### config.mk
export PLATFORM = sky130hd
export DESIGN_NAME = uidma_wr
export DESIGN_NICKNAME = d
export VERILOG_FILES = /design/src/rtl/uidma_wr.sv
export SDC_FILE = /design/constraint.sdc
export NUM_CORES = 1
export LEC_CHECK = 0
export CAP_MARGIN = 30
export CORE_AREA = 2 2 148 150
export DETAILED_ROUTE_END_ITERATION = 6
export DIE_AREA = 0 0 150 152
export PLACE_DENSITY_LB_ADDON = 0.25
export SYNTH_ARGS = -nofsm -noshare
export SYNTH_HDL_FRONTEND = slang
export SYNTH_SLANG_ARGS = --single-unit
export TNS_END_PERCENT = 100
### constraint.sdc
create_clock -name ui_clk -period 8.14 [get_ports ui_clk]
set_input_delay 0.814 -clock ui_clk [delete_from_list [all_inputs] [get_ports ui_clk]]
set_output_delay 0.814 -clock ui_clk [all_outputs]
set_load 0.1 [all_outputs]
### src/rtl/uidma_wr.sv
// uidma_wr: turns one DMA line request into AXI4 INCR write bursts.
// Bursts are capped at AXI_MAX_BURST beats and never cross a 4 KB boundary.
// Beats are pulled from a first-word-fall-through FIFO.
module uidma_wr #(
    parameter int unsigned AXI_DATA_WIDTH = 128,
    parameter int unsigned AXI_ADDR_WIDTH = 32,
    parameter int unsigned AXI_MAX_BURST  = 64
) (
    input  logic                          ui_clk,
    input  logic                          ui_rstn,
    input  logic [AXI_ADDR_WIDTH-1:0]     dma_waddr,
    input  logic                          dma_wareq,
    input  logic [15:0]                   dma_wsize,
    output logic                          dma_wbusy,
    input  logic [AXI_DATA_WIDTH-1:0]     dma_wdata,
    output logic                          dma_wvalid,
    input  logic                          dma_wready,
    output logic                          dma_werr,
    output logic [AXI_ADDR_WIDTH-1:0]     m_axi_awaddr,
    output logic [7:0]                    m_axi_awlen,
    output logic [2:0]                    m_axi_awsize,
    output logic [1:0]                    m_axi_awburst,
    output logic                          m_axi_awvalid,
    input  logic                          m_axi_awready,
    output logic [AXI_DATA_WIDTH-1:0]     m_axi_wdata,
    output logic [AXI_DATA_WIDTH/8-1:0]   m_axi_wstrb,
    output logic                          m_axi_wlast,
    output logic                          m_axi_wvalid,
    input  logic                          m_axi_wready,
    input  logic [1:0]                    m_axi_bresp,
    input  logic                          m_axi_bvalid,
    output logic                          m_axi_bready
);

    localparam int unsigned BYTES     = AXI_DATA_WIDTH / 8;
    localparam int unsigned SIZE_LOG2 = $clog2(BYTES);
    localparam int unsigned LEN_W     = 9;
    localparam int unsigned REM_W     = 16;

    localparam logic [AXI_ADDR_WIDTH-1:0] ALIGN_MASK = ~AXI_ADDR_WIDTH'(BYTES - 1);

    localparam logic [2:0] S_IDLE = 3'd0;
    localparam logic [2:0] S_AW   = 3'd1;
    localparam logic [2:0] S_W    = 3'd2;
    localparam logic [2:0] S_B    = 3'd3;
    localparam logic [2:0] S_DONE = 3'd4;

    logic [2:0]                state, state_nxt;
    logic [AXI_ADDR_WIDTH-1:0] cur_addr, cur_addr_nxt;
    logic [REM_W-1:0]          remaining, remaining_nxt;
    logic [LEN_W-1:0]          beat_cnt, beat_cnt_nxt;
    logic [LEN_W-1:0]          len_q, len_nxt;
    logic                      awvalid_q, awvalid_nxt;
    logic [AXI_ADDR_WIDTH-1:0] awaddr_q, awaddr_nxt;
    logic [7:0]                awlen_q, awlen_nxt;
    logic                      werr_q, werr_nxt;
    logic                      busy_q, busy_nxt;
    logic                      bready_q, bready_nxt;
    logic [AXI_ADDR_WIDTH-1:0] req_addr;
    logic                      w_fire;
    logic                      w_last;

    // Beats for the next burst: remaining, max burst and room left in the 4 KB page.
    function automatic logic [LEN_W-1:0] burst_len(input logic [11:0] addr_lo,
                                                   input logic [REM_W-1:0] rem);
        logic [12:0] room;
        logic [16:0] len;
        room = (13'h1000 - {1'b0, addr_lo}) >> SIZE_LOG2;
        len  = {1'b0, rem};
        if (len > 17'(AXI_MAX_BURST)) len = 17'(AXI_MAX_BURST);
        if (len > 17'(room))          len = 17'(room);
        return LEN_W'(len);
    endfunction

    assign req_addr      = dma_waddr & ALIGN_MASK;
    assign m_axi_awsize  = 3'(SIZE_LOG2);
    assign m_axi_awburst = 2'b01;
    assign m_axi_wstrb   = '1;
    assign m_axi_awvalid = awvalid_q;
    assign m_axi_awaddr  = awaddr_q;
    assign m_axi_awlen   = awlen_q;
    assign m_axi_bready  = bready_q;
    assign dma_wbusy     = busy_q;
    assign dma_werr      = werr_q;

    // W channel passes the FIFO head straight through; the FIFO pops with each beat.
    assign m_axi_wdata  = dma_wdata;
    assign m_axi_wvalid = (state == S_W) & dma_wready;
    assign w_fire       = m_axi_wvalid & m_axi_wready;
    assign dma_wvalid   = w_fire;
    assign w_last       = (beat_cnt == len_q - LEN_W'(1));
    assign m_axi_wlast  = (state == S_W) & w_last;

    // Next-state and next-register values for the request/burst sequencer.
    always_comb begin
        state_nxt     = state;
        cur_addr_nxt  = cur_addr;
        remaining_nxt = remaining;
        beat_cnt_nxt  = beat_cnt;
        len_nxt       = len_q;
        awvalid_nxt   = awvalid_q;
        awaddr_nxt    = awaddr_q;
        awlen_nxt     = awlen_q;
        werr_nxt      = werr_q;
        case (state)
            S_IDLE: begin
                if (dma_wareq) begin
                    werr_nxt      = 1'b0;
                    cur_addr_nxt  = req_addr;
                    remaining_nxt = dma_wsize;
                    if (dma_wsize == 16'd0) begin
                        state_nxt = S_DONE;
                    end else begin
                        len_nxt     = burst_len(req_addr[11:0], dma_wsize);
                        awaddr_nxt  = req_addr;
                        awlen_nxt   = 8'(len_nxt - LEN_W'(1));
                        awvalid_nxt = 1'b1;
                        state_nxt   = S_AW;
                    end
                end
            end
            S_AW: begin
                if (m_axi_awready) begin
                    awvalid_nxt  = 1'b0;
                    beat_cnt_nxt = '0;
                    state_nxt    = S_W;
                end
            end
            S_W: begin
                if (w_fire) begin
                    if (w_last) begin
                        beat_cnt_nxt  = '0;
                        cur_addr_nxt  = cur_addr + (AXI_ADDR_WIDTH'(len_q) << SIZE_LOG2);
                        remaining_nxt = remaining - REM_W'(len_q);
                        state_nxt     = S_B;
                    end else begin
                        beat_cnt_nxt = beat_cnt + LEN_W'(1);
                    end
                end
            end
            S_B: begin
                if (m_axi_bvalid) begin
                    if (m_axi_bresp inside {2'b10, 2'b11}) werr_nxt = 1'b1;
                    if (remaining == '0) begin
                        state_nxt = S_DONE;
                    end else begin
                        len_nxt     = burst_len(cur_addr[11:0], remaining);
                        awaddr_nxt  = cur_addr;
                        awlen_nxt   = 8'(len_nxt - LEN_W'(1));
                        awvalid_nxt = 1'b1;
                        state_nxt   = S_AW;
                    end
                end
            end
            S_DONE: begin
                state_nxt = S_IDLE;
            end
            default: begin
                state_nxt = S_IDLE;
            end
        endcase
        busy_nxt   = (state_nxt != S_IDLE);
        bready_nxt = (state_nxt == S_B);
    end

    // State and registered outputs; reset clears everything mid-burst.
    always_ff @(posedge ui_clk or negedge ui_rstn) begin
        if (!ui_rstn) begin
            state     <= S_IDLE;
            cur_addr  <= '0;
            remaining <= '0;
            beat_cnt  <= '0;
            len_q     <= '0;
            awvalid_q <= 1'b0;
            awaddr_q  <= '0;
            awlen_q   <= '0;
            werr_q    <= 1'b0;
            busy_q    <= 1'b0;
            bready_q  <= 1'b0;
        end else begin
            state     <= state_nxt;
            cur_addr  <= cur_addr_nxt;
            remaining <= remaining_nxt;
            beat_cnt  <= beat_cnt_nxt;
            len_q     <= len_nxt;
            awvalid_q <= awvalid_nxt;
            awaddr_q  <= awaddr_nxt;
            awlen_q   <= awlen_nxt;
            werr_q    <= werr_nxt;
            busy_q    <= busy_nxt;
            bready_q  <= bready_nxt;
        end
    end

endmodule

======== Yosys cells after proc, flatten, opt, wreduce, memory -nomap -nowiden ========
Index checks and enable logic that the tools add are counted.
word-level totals
  register bits after elaboration ......... 113
  bits of input ports ..................... 185
operators by class
  equal/unequal tests ..................... 15
  $lt $le $gt $ge ......................... 4
  reductions and logical operators ........ 14
  add/sub/neg operators ................... 8
  bitwise logic cells ..................... 3
  muxes and demuxes ....................... 61
operators with widths
  kind                                                 number
  two-way mux 32 bit                                   7
  two-way mux 9 bit                                    15
  case mux 32 bit (2 select lines)                     2
  two-way mux 17 bit                                   6
  two-way mux 16 bit                                   5
  case mux 9 bit (2 select lines)                      2
  > comparator 17 x 9 -> 1 bit                         2
  adder 32 x 13 -> 32 bit                              1
  > comparator 16 x 7 -> 1 bit, second input constant  2
  logical NOT 16 bit                                   2
  two-way mux 8 bit                                    4
  case mux 16 bit (2 select lines)                     1
  subtractor 13 x 12 -> 13 bit, first input constant   2
  two-way mux 3 bit                                    7
  inequality test 2 bit, second input constant         8
  case mux 8 bit (2 select lines)                      1
  subtractor 16 x 9 -> 16 bit                          1
  subtractor 8 x 1 -> 8 bit, second input constant     2
  case mux 3 bit (4 select lines)                      1
  adder 9 x 1 -> 9 bit, second input constant          1
  equality test 3 x 2 -> 1 bit, second input constant  3
  equality test 9 bit                                  1
  subtractor 9 x 1 -> 9 bit, second input constant     1
  two-way mux 1 bit                                    8
  other kinds (12)                                     20

======== Logic depth before layout (Yosys ltp) ========
Gate-level depths: netlist of run 1.
  depth in word-level cells ............... 14
  mapped depth ............................ 16
  mapped depth without buffers ............ 14

======== Least setup slack after synthesis of run 1 ========
No wires, ideal clock.
  path type ............................... in2reg
  start ................................... input dma_wsize[13]
  end ..................................... register awlen_q[6] (netlist: m_axi_awlen[6])
  data arrival time ....................... 4.222 ns
  data required time ...................... 8.045 ns
  path slack .............................. 3.823 ns
  stages .................................. 15
  setup time .............................. 0.095 ns
  path buffers ............................ 1
  path through ............................ or4_4 -> nor4_2 -> a21bo_1 -> buf_2 -> nor2_1 -> ha_1 -> o21a_1 -> o211ai_1 -> a21o_1 -> nor3_1 -> o31ai_1 -> ha_1 -> nand3_1 -> o21a_1 -> o31ai_1
on the way
  longest elaborated chain between the ends .. 14
  elaborated cells between the ends (all ways) .. 17
ends and longest elaborated chain
  item                             line  source
  from (decl)                      13    input logic [15:0] dma_wsize,
  > comparator 16 x 7 -> 1 bit     70    if (len > 17'(AXI_MAX_BURST)) len = 17'(AXI_MAX_BURST);
  two-way mux 16 bit               70
  two-way mux 17 bit               111   if (dma_wsize == 16'd0) begin
  two-way mux 17 bit               107   if (dma_wareq) begin
  two-way mux 17 bit               105   case (state)
  > comparator 17 x 9 -> 1 bit     71    if (len > 17'(room)) len = 17'(room);
  two-way mux 9 bit                71
  two-way mux 9 bit                111
  two-way mux 9 bit                107
  two-way mux 9 bit                105
  subtractor 8 x 1 -> 8 bit        116   awlen_nxt = 8'(len_nxt - LEN_W'(1));
  two-way mux 8 bit                111
  two-way mux 8 bit                107
  case mux 8 bit (2 select lines)  105
  to (signal assigned)             188   awlen_q <= awlen_nxt;
  to (decl)                        55    logic [7:0] awlen_q, awlen_nxt;
Several ways; a longest one is shown, not always the timed one. The select of a mux whose other input is x is not followed.
A chain may end at the register's enable or synchronous reset.

======== Worst setup path after layout of run 1 ========
Ends and elaborated chain as after synthesis.

==> out/qor.yml, run 1 <==
routedWlPerCell_um: 17.5
ios: 381
num_vias: 7301
nFillCells: 2179
synth_xor_area_share_pct: 3.11
syn_to_final_growth_pct: 5.05
yosysTopAreaCellShare_pct: 30.4
critPathLaunch: "dma_wsize[13]"
rsz0062_at_grt: "false"
yosys.area.top_type: "dfrtp_1"
worst_setup_path_end_kind: "register"
clockBufferDepth: 2
outcome: "complete, no violations"
drt_first_pass_iters: 5
die_x_um: 150
drt_wl_total_mm: 23.0
n_antenna_cell: 0
synthTopCellsByCount: "buf_4 (153), nand2_1 (133), dfrtp_1 (106)"
slew_headroom_pct: 29.7
yosys.area_share.simple_pct: 21.4
cts-root-buf: "clkbuf_16"
antenna_found_initial: 0
drt_iter0_markers: 402
worstPathArrival_ps: 5380
grt_max_degree: 65
total_leakage_power_nw: 3.74
clkLatencyLatePin_ps: 370
drcViolationCount: 0
synthMuxAreaShare_pct: 0.645
place_inst: 1298
synth_edf_count: 0
setup-tns-final_ps: 0
place_congestion: 0.908
synth_cell_type_count: 80
critPathKind: "in2reg"
synth_area_per_cell_um2: 8.01
rows: 54
cp.required_ps: 8400
cts.sinks: 106
hold_viol: 0
grt_pass1_wl_mm: 37.0
setup_viol: 0
numPortBuffers: 98
cap_violations: 0
grt_usage_pct: 20.3
synth_ff_type: "dfrtp_1"
peakVddDrop_uv: 203
globalRoute.totalOverflow: 0
synth_most_common_cell: "buf_4"
dp_hpwl_mm: 17.1
syn_area_um2: 8730
crit_path_start_kind: "input pin"
postCtsSetupBuffers: 0
clk_pin_slew_worst_paths_ps: 80
cts_tree: "built"
p_per_area_nw_per_um2: 456
yosys-top-cells-area: "dfrtp_1 (30%), buf_4 (13%), ha_1 (6.0%), nand2_1 (5.7%), nor2_1 (4.2%)"
cts_buffers: 9
start_util_pct: 40.9
reg2reg_slack_ps: 3780
crit_fanout: 10
multi_input_area_um2: 4650
worst_hold_path_type: "in2async"
cts_resized: 0
ys_ff_latch: 106
synthCells: 1089
ys_seq_area_share_pct: 30.4
placed_area_um2: 8860
reg2reg_from: "remaining[9]$_DFFE_PN0P_"
grt_pass1_vias: 6805
synth_top_family_by_area: "simple AND/OR/NAND/NOR gates"
synth_compound_area_share_pct: 20.3
worst_pin_slew_ps: 1050
layout-drive-gt1-share_pct: 5.99
fp.coreArea_um2: 21400
final-max-slew-violation-count: 0
postRouteAntennaNets: 0
clock_skew_ps: 13.6
design_area_um2: 9170
hold_buffers: 0
async_reset_ff_share_pct: 100
synth-adder-area-share_pct: 6.48
ys_warn_count: 0
layout.nets: 1259
die_area_um2: 22800
final-seq-area_um2: 2650
die_height_um: 152
stdcell_count: 1315
htree_num_levels: 3
layout_min_cycle_time_ps: 5120
min_period_over_period_pct: 62.9
fmax_ghz: 0.195
viasPerCell: 5.55
==> placed cells by master (no fill, tap or decap), types with 14 or more instances in the layout <==
cell               n
dfrtp_1          106
a211oi_1          17
nor2_1            96
xnor2_1           19
clkdlybuf4s50_1   97
a21oi_1           67
conb_1            25
nand3_1           26
ha_1              42
nand2_1          133
nand4_1           14
nor3_1            28
a31oi_1           37
inv_1             39
o21ai_0           53
==> area by class of cell <==
type                       instances  share of cell area, %
multi-input combinational        764                   50.8
sequential                       106                   28.9
timing repair buffer             109                   11.7
tap                              280                   3.82
clock buffer                       9                   2.46
inverter                          40                   1.64
clock inverter                     7                  0.737
==> flip-flops by register name, summed over array words and instances, names as in the netlist <==
signal,flops
len_q,9
cur_addr,28
state,3
m_axi_awlen,8
dma_werr,1
m_axi_bready,1
m_axi_awvalid,1
remaining,16
m_axi_awaddr,29
dma_wbusy,1
beat_cnt,9
==> per-layer routing <==
| metal | wire length, um | global-route usage (%) |
|---|---|---|
| met3 | 1400 | 3.48 |
| met2 | 10200 | 30.2 |
| met1 | 10600 | 28.7 |
| met4 | 732 | 8.81 |
| met5 | 0 | 0 |
==> critical path: stages <==
cell and delay [ps]:
clkdlybuf4s50_1 470, or4_4 570, nor4_2 370, a21bo_1 350, nor2_1 150, ha_1 260
o21a_1 170, o211ai_1 250, a21o_1 280, nor3_1 70, o31ai_1 740, ha_1 310
nand3_1 140, o21a_1 240, o31ai_1 190
==> logic make-up after synthesis <==
kind of cell               after synthesis
AOI/OAI and AO/OA                      273
xor gates and xnor gates                31
adders and majority gates               44
buffers and inverters                  242
DFF                                    106
muxes                                    5
other                                    2
and+or+nand+nor                        386
==> metrics by stage <==
stage / worst slack (ps) / total power (W) / hold WS, ps / utilization, %
finish: 3020 / 0.00418 / 452 / 42.9
global route: 2710 / 0.00450 / 492 / 42.9
CTS: 3000 / 0.00419 / 460 / 42.9
detailed placement: 2630 / 0.00373 / 483 / 41.5
global placement: 2780 / 0.00371 / 469 / 41.5
floorplan: 3820 / 0.00340 / 467 / -
==> path summary, 6_finish.rpt <==
path | endpoint | cells after the start
hold reg to reg | m_axi_awlen[6]$_DFFE_PN0P_ | 2
setup / recovery | m_axi_awlen[6]$_DFFE_PN0P_ | 15
max in group asynchronous | dma_werr$_DFFE_PN0P_ | 2
min in group ui_clk | m_axi_awlen[6]$_DFFE_PN0P_ | 2
setup reg to reg | m_axi_awlen[6]$_DFFE_PN0P_ | 12
hold / removal | m_axi_awaddr[8]$_DFFE_PN0P_ | 1
==> report_power, final <==
| group | internal [W] | switching, W | leakage (nW) | total, W |
|---|---|---|---|---|
| sequential | 0.000766 | 0.000271 | 1.25 | 0.00104 |
| combinational | 0.000854 | 0.00185 | 2.34 | 0.00270 |
| clock | 0.000216 | 0.000224 | 0.145 | 0.000440 |
| total | 0.00184 | 0.00234 | 3.74 | 0.00418 |
Power figures use the tool's default switching activity.
==> run 2, diff against run 1 <==
Settings changed: CORE_AREA 2 2 148 150 to not set, CORE_MARGIN set to 1.5, CORE_UTILIZATION set to 39, DIE_AREA 0 0 150 152 to not set.
Clock period 8.14 ns to 4.3 ns, I/O delays scaled along.
==> run 2 against run 1 <==
Net effect:
- hold slack gained 24 ps
- global-route usage is 0.45 points lower
- utilization is 0.72 points higher
- power up 95%
- clock skew decreased by 1.6 ps
- die area up 2.1%
- first-iteration DRC count increased by 11%
- critical path type unchanged
- critical endpoint unchanged
==> out/qor.yml, run 2 (same netlist as run 1, synthesis figures left out) <==
hold_viol: 0
rows: 54
routedWlPerCell_um: 17.0
drt_iter0_markers: 446
worst_hold_path_type: "reg2reg"
rsz0062_at_grt: "false"
largest_reg_flops: 29
worstPathArrival_ps: 4280
nFillCells: 2252
die_height_um: 153
die_x_um: 153
ios: 381
grt_usage_pct: 19.8
cp.buffers_inverters: 3
globalRoute.totalOverflow: 0
hp-start: "m_axi_awlen[7]$_DFFE_PN0P_"
min_period_over_period_pct: 93.3
clkLatencyLatePin_ps: 370
final-max-slew-violation-count: 0
antenna_found_initial: 0
layout.nets: 1300
die_area_um2: 23300
setup_viol: 0
final-seq-area_um2: 2650
cap_violations: 0
place_congestion: 0.894
crit_path_start_kind: "input pin"
power_w: 0.00816
peakVddDrop_uv: 477
critPathKind: "in2reg"
layout_commonest_cell: "nand2_1"
cts-root-buf: "clkbuf_16"
postRouteAntennaNets: 0
place_inst: 1336
slowest_stage: "or4_4"
critPathTopFamily: "simple AND/OR/NAND/NOR gates"
total_leakage_power_nw: 3.97
grt_pass1_vias: 7001
cts_tree: "built"
numPortBuffers: 98
slowest_delay_ps: 560
crit_fanout: 7
fp.coreArea_um2: 21900
syn_to_final_growth_pct: 9.52
placed_area_um2: 9190
htree_num_levels: 3
grt_max_degree: 54
cts.sinks: 106
crit_chain: "clkdlybuf4s50_1, or4_4, nor4_2, buf_4, a21bo_1, nor2_1, ha_1, a211oi_1, and4_2, nor3_1, o31ai_1, buf_4, ha_1, nand3_1, o21a_1, o31ai_1"
viasPerCell: 5.47
cp.required_ps: 4570
dp_hpwl_mm: 17.8
cts_buffers: 9
start_util_pct: 39.9
n_antenna_cell: 0
grt_pass1_wl_mm: 37.0
reg2reg_from: "remaining[1]$_DFFE_PN0P_"
drcViolationCount: 0
final_cell_mix: "nand2_1 (133), dfrtp_1 (106), nor2_1 (96)"
drt_first_pass_iters: 5
critPathLaunch: "dma_wsize[13]"
num_vias: 7415
fmax_ghz: 0.249
clk_pin_slew_worst_paths_ps: 70
drt_wl_total_mm: 23.1
layout_min_cycle_time_ps: 4010
clockBufferDepth: 2
stdcell_count: 1356
p_per_area_nw_per_um2: 854
slew_headroom_pct: 32.7
design_area_um2: 9560
layout-drive-gt1-share_pct: 9.94
clock_skew_ps: 12.0
multi_input_area_um2: 4660
worst_setup_path_end_kind: "register"
outcome: "complete, no violations"
worst_pin_slew_ps: 1010
==> run 2: cell types whose count changed in the layout (fill, tap and decap cells not counted), moves of 2 or more <==
cell,delta
clkdlybuf4s50_1,-2
buf_16,+2
bufinv_16,+2
inv_6,-2
buf_4,+39
==> run 2: final cells by class <==
| cell class | count | share of cell area, % |
|---|---|---|
| flip-flops and latches | 106 | 27.8 |
| clock inverters | 6 | 0.943 |
| inverters | 40 | 1.57 |
| clock buffers | 10 | 2.40 |
| well taps | 280 | 3.67 |
| multi-input cells | 764 | 48.8 |
| repair buffers | 150 | 14.9 |
==> run 2: worst register-to-register path, cell delays in order, from the launching register on <==
cell	delay (ps)
dfrtp_1	400
or4_1	610
o21ai_2	230
nand3_1	230
nor2_1	180
ha_1	260
a211oi_1	200
o21ai_0	190
o21a_2	330
o311ai_1	280
o31ai_1	150
buf_4	200
ha_1	190
nand3_1	120
nor3_1	60
o31ai_1	210
==> run 2: timing repair <==
action                                  4_1_cts  5_1_grt
endpoints found under the setup margin        0        5
hold buffers                                  1        0
hold endpoints to repair                     22        0
setup buffers                                 0        2
resized for setup                             0        4
==> run 2: final timing paths <==
path / endpoint / slack [ps] / cells after the start
worst max-delay path: m_axi_awlen[6]$_DFFE_PN0P_ / 290 / 16
worst min-delay path: m_axi_awlen[7]$_DFFE_PN0P_ / 480 / 2
worst max register to register: m_axi_awlen[6]$_DFFE_PN0P_ / 360 / 15
worst min register to register: m_axi_awlen[7]$_DFFE_PN0P_ / 480 / 2
max in group asynchronous: remaining[5]$_DFFE_PN0P_ / 2880 / 4
min in group asynchronous: m_axi_awlen[3]$_DFFE_PN0P_ / 540 / 2
==> run 2: stage by stage <==
step                      hold slack (ps)  setup TNS, ps  setup slack (ps)  utilization [%]
after floorplan                       134              0               367                -
after global routing                  520              0              13.6             43.7
after CTS                             484              0               167             43.5
after detailed placement              382           -350              -112             42.0
after global placement                468           -175             -90.5             41.6
final                                 476              0               287             43.7
==> run 2: routing by layer <==
layer / up-vias / GRT usage, % / part of all wire (%)
met2: 192 / 30.2 / 45
met1: 3521 / 27.4 / 46
met5: - / 0 / 0
li1: 3637 / - / -
met3: 65 / 3.53 / 5.3
met4: 0 / 8.75 / 2.9
==> run 2: power by group <==
part	switching [W]	internal [W]	total, W
Combinational	0.00358	0.00175	0.00533
Clock	0.000397	0.000513	0.000910
Sequential	0.000474	0.00145	0.00193
Total	0.00445	0.00372	0.00816
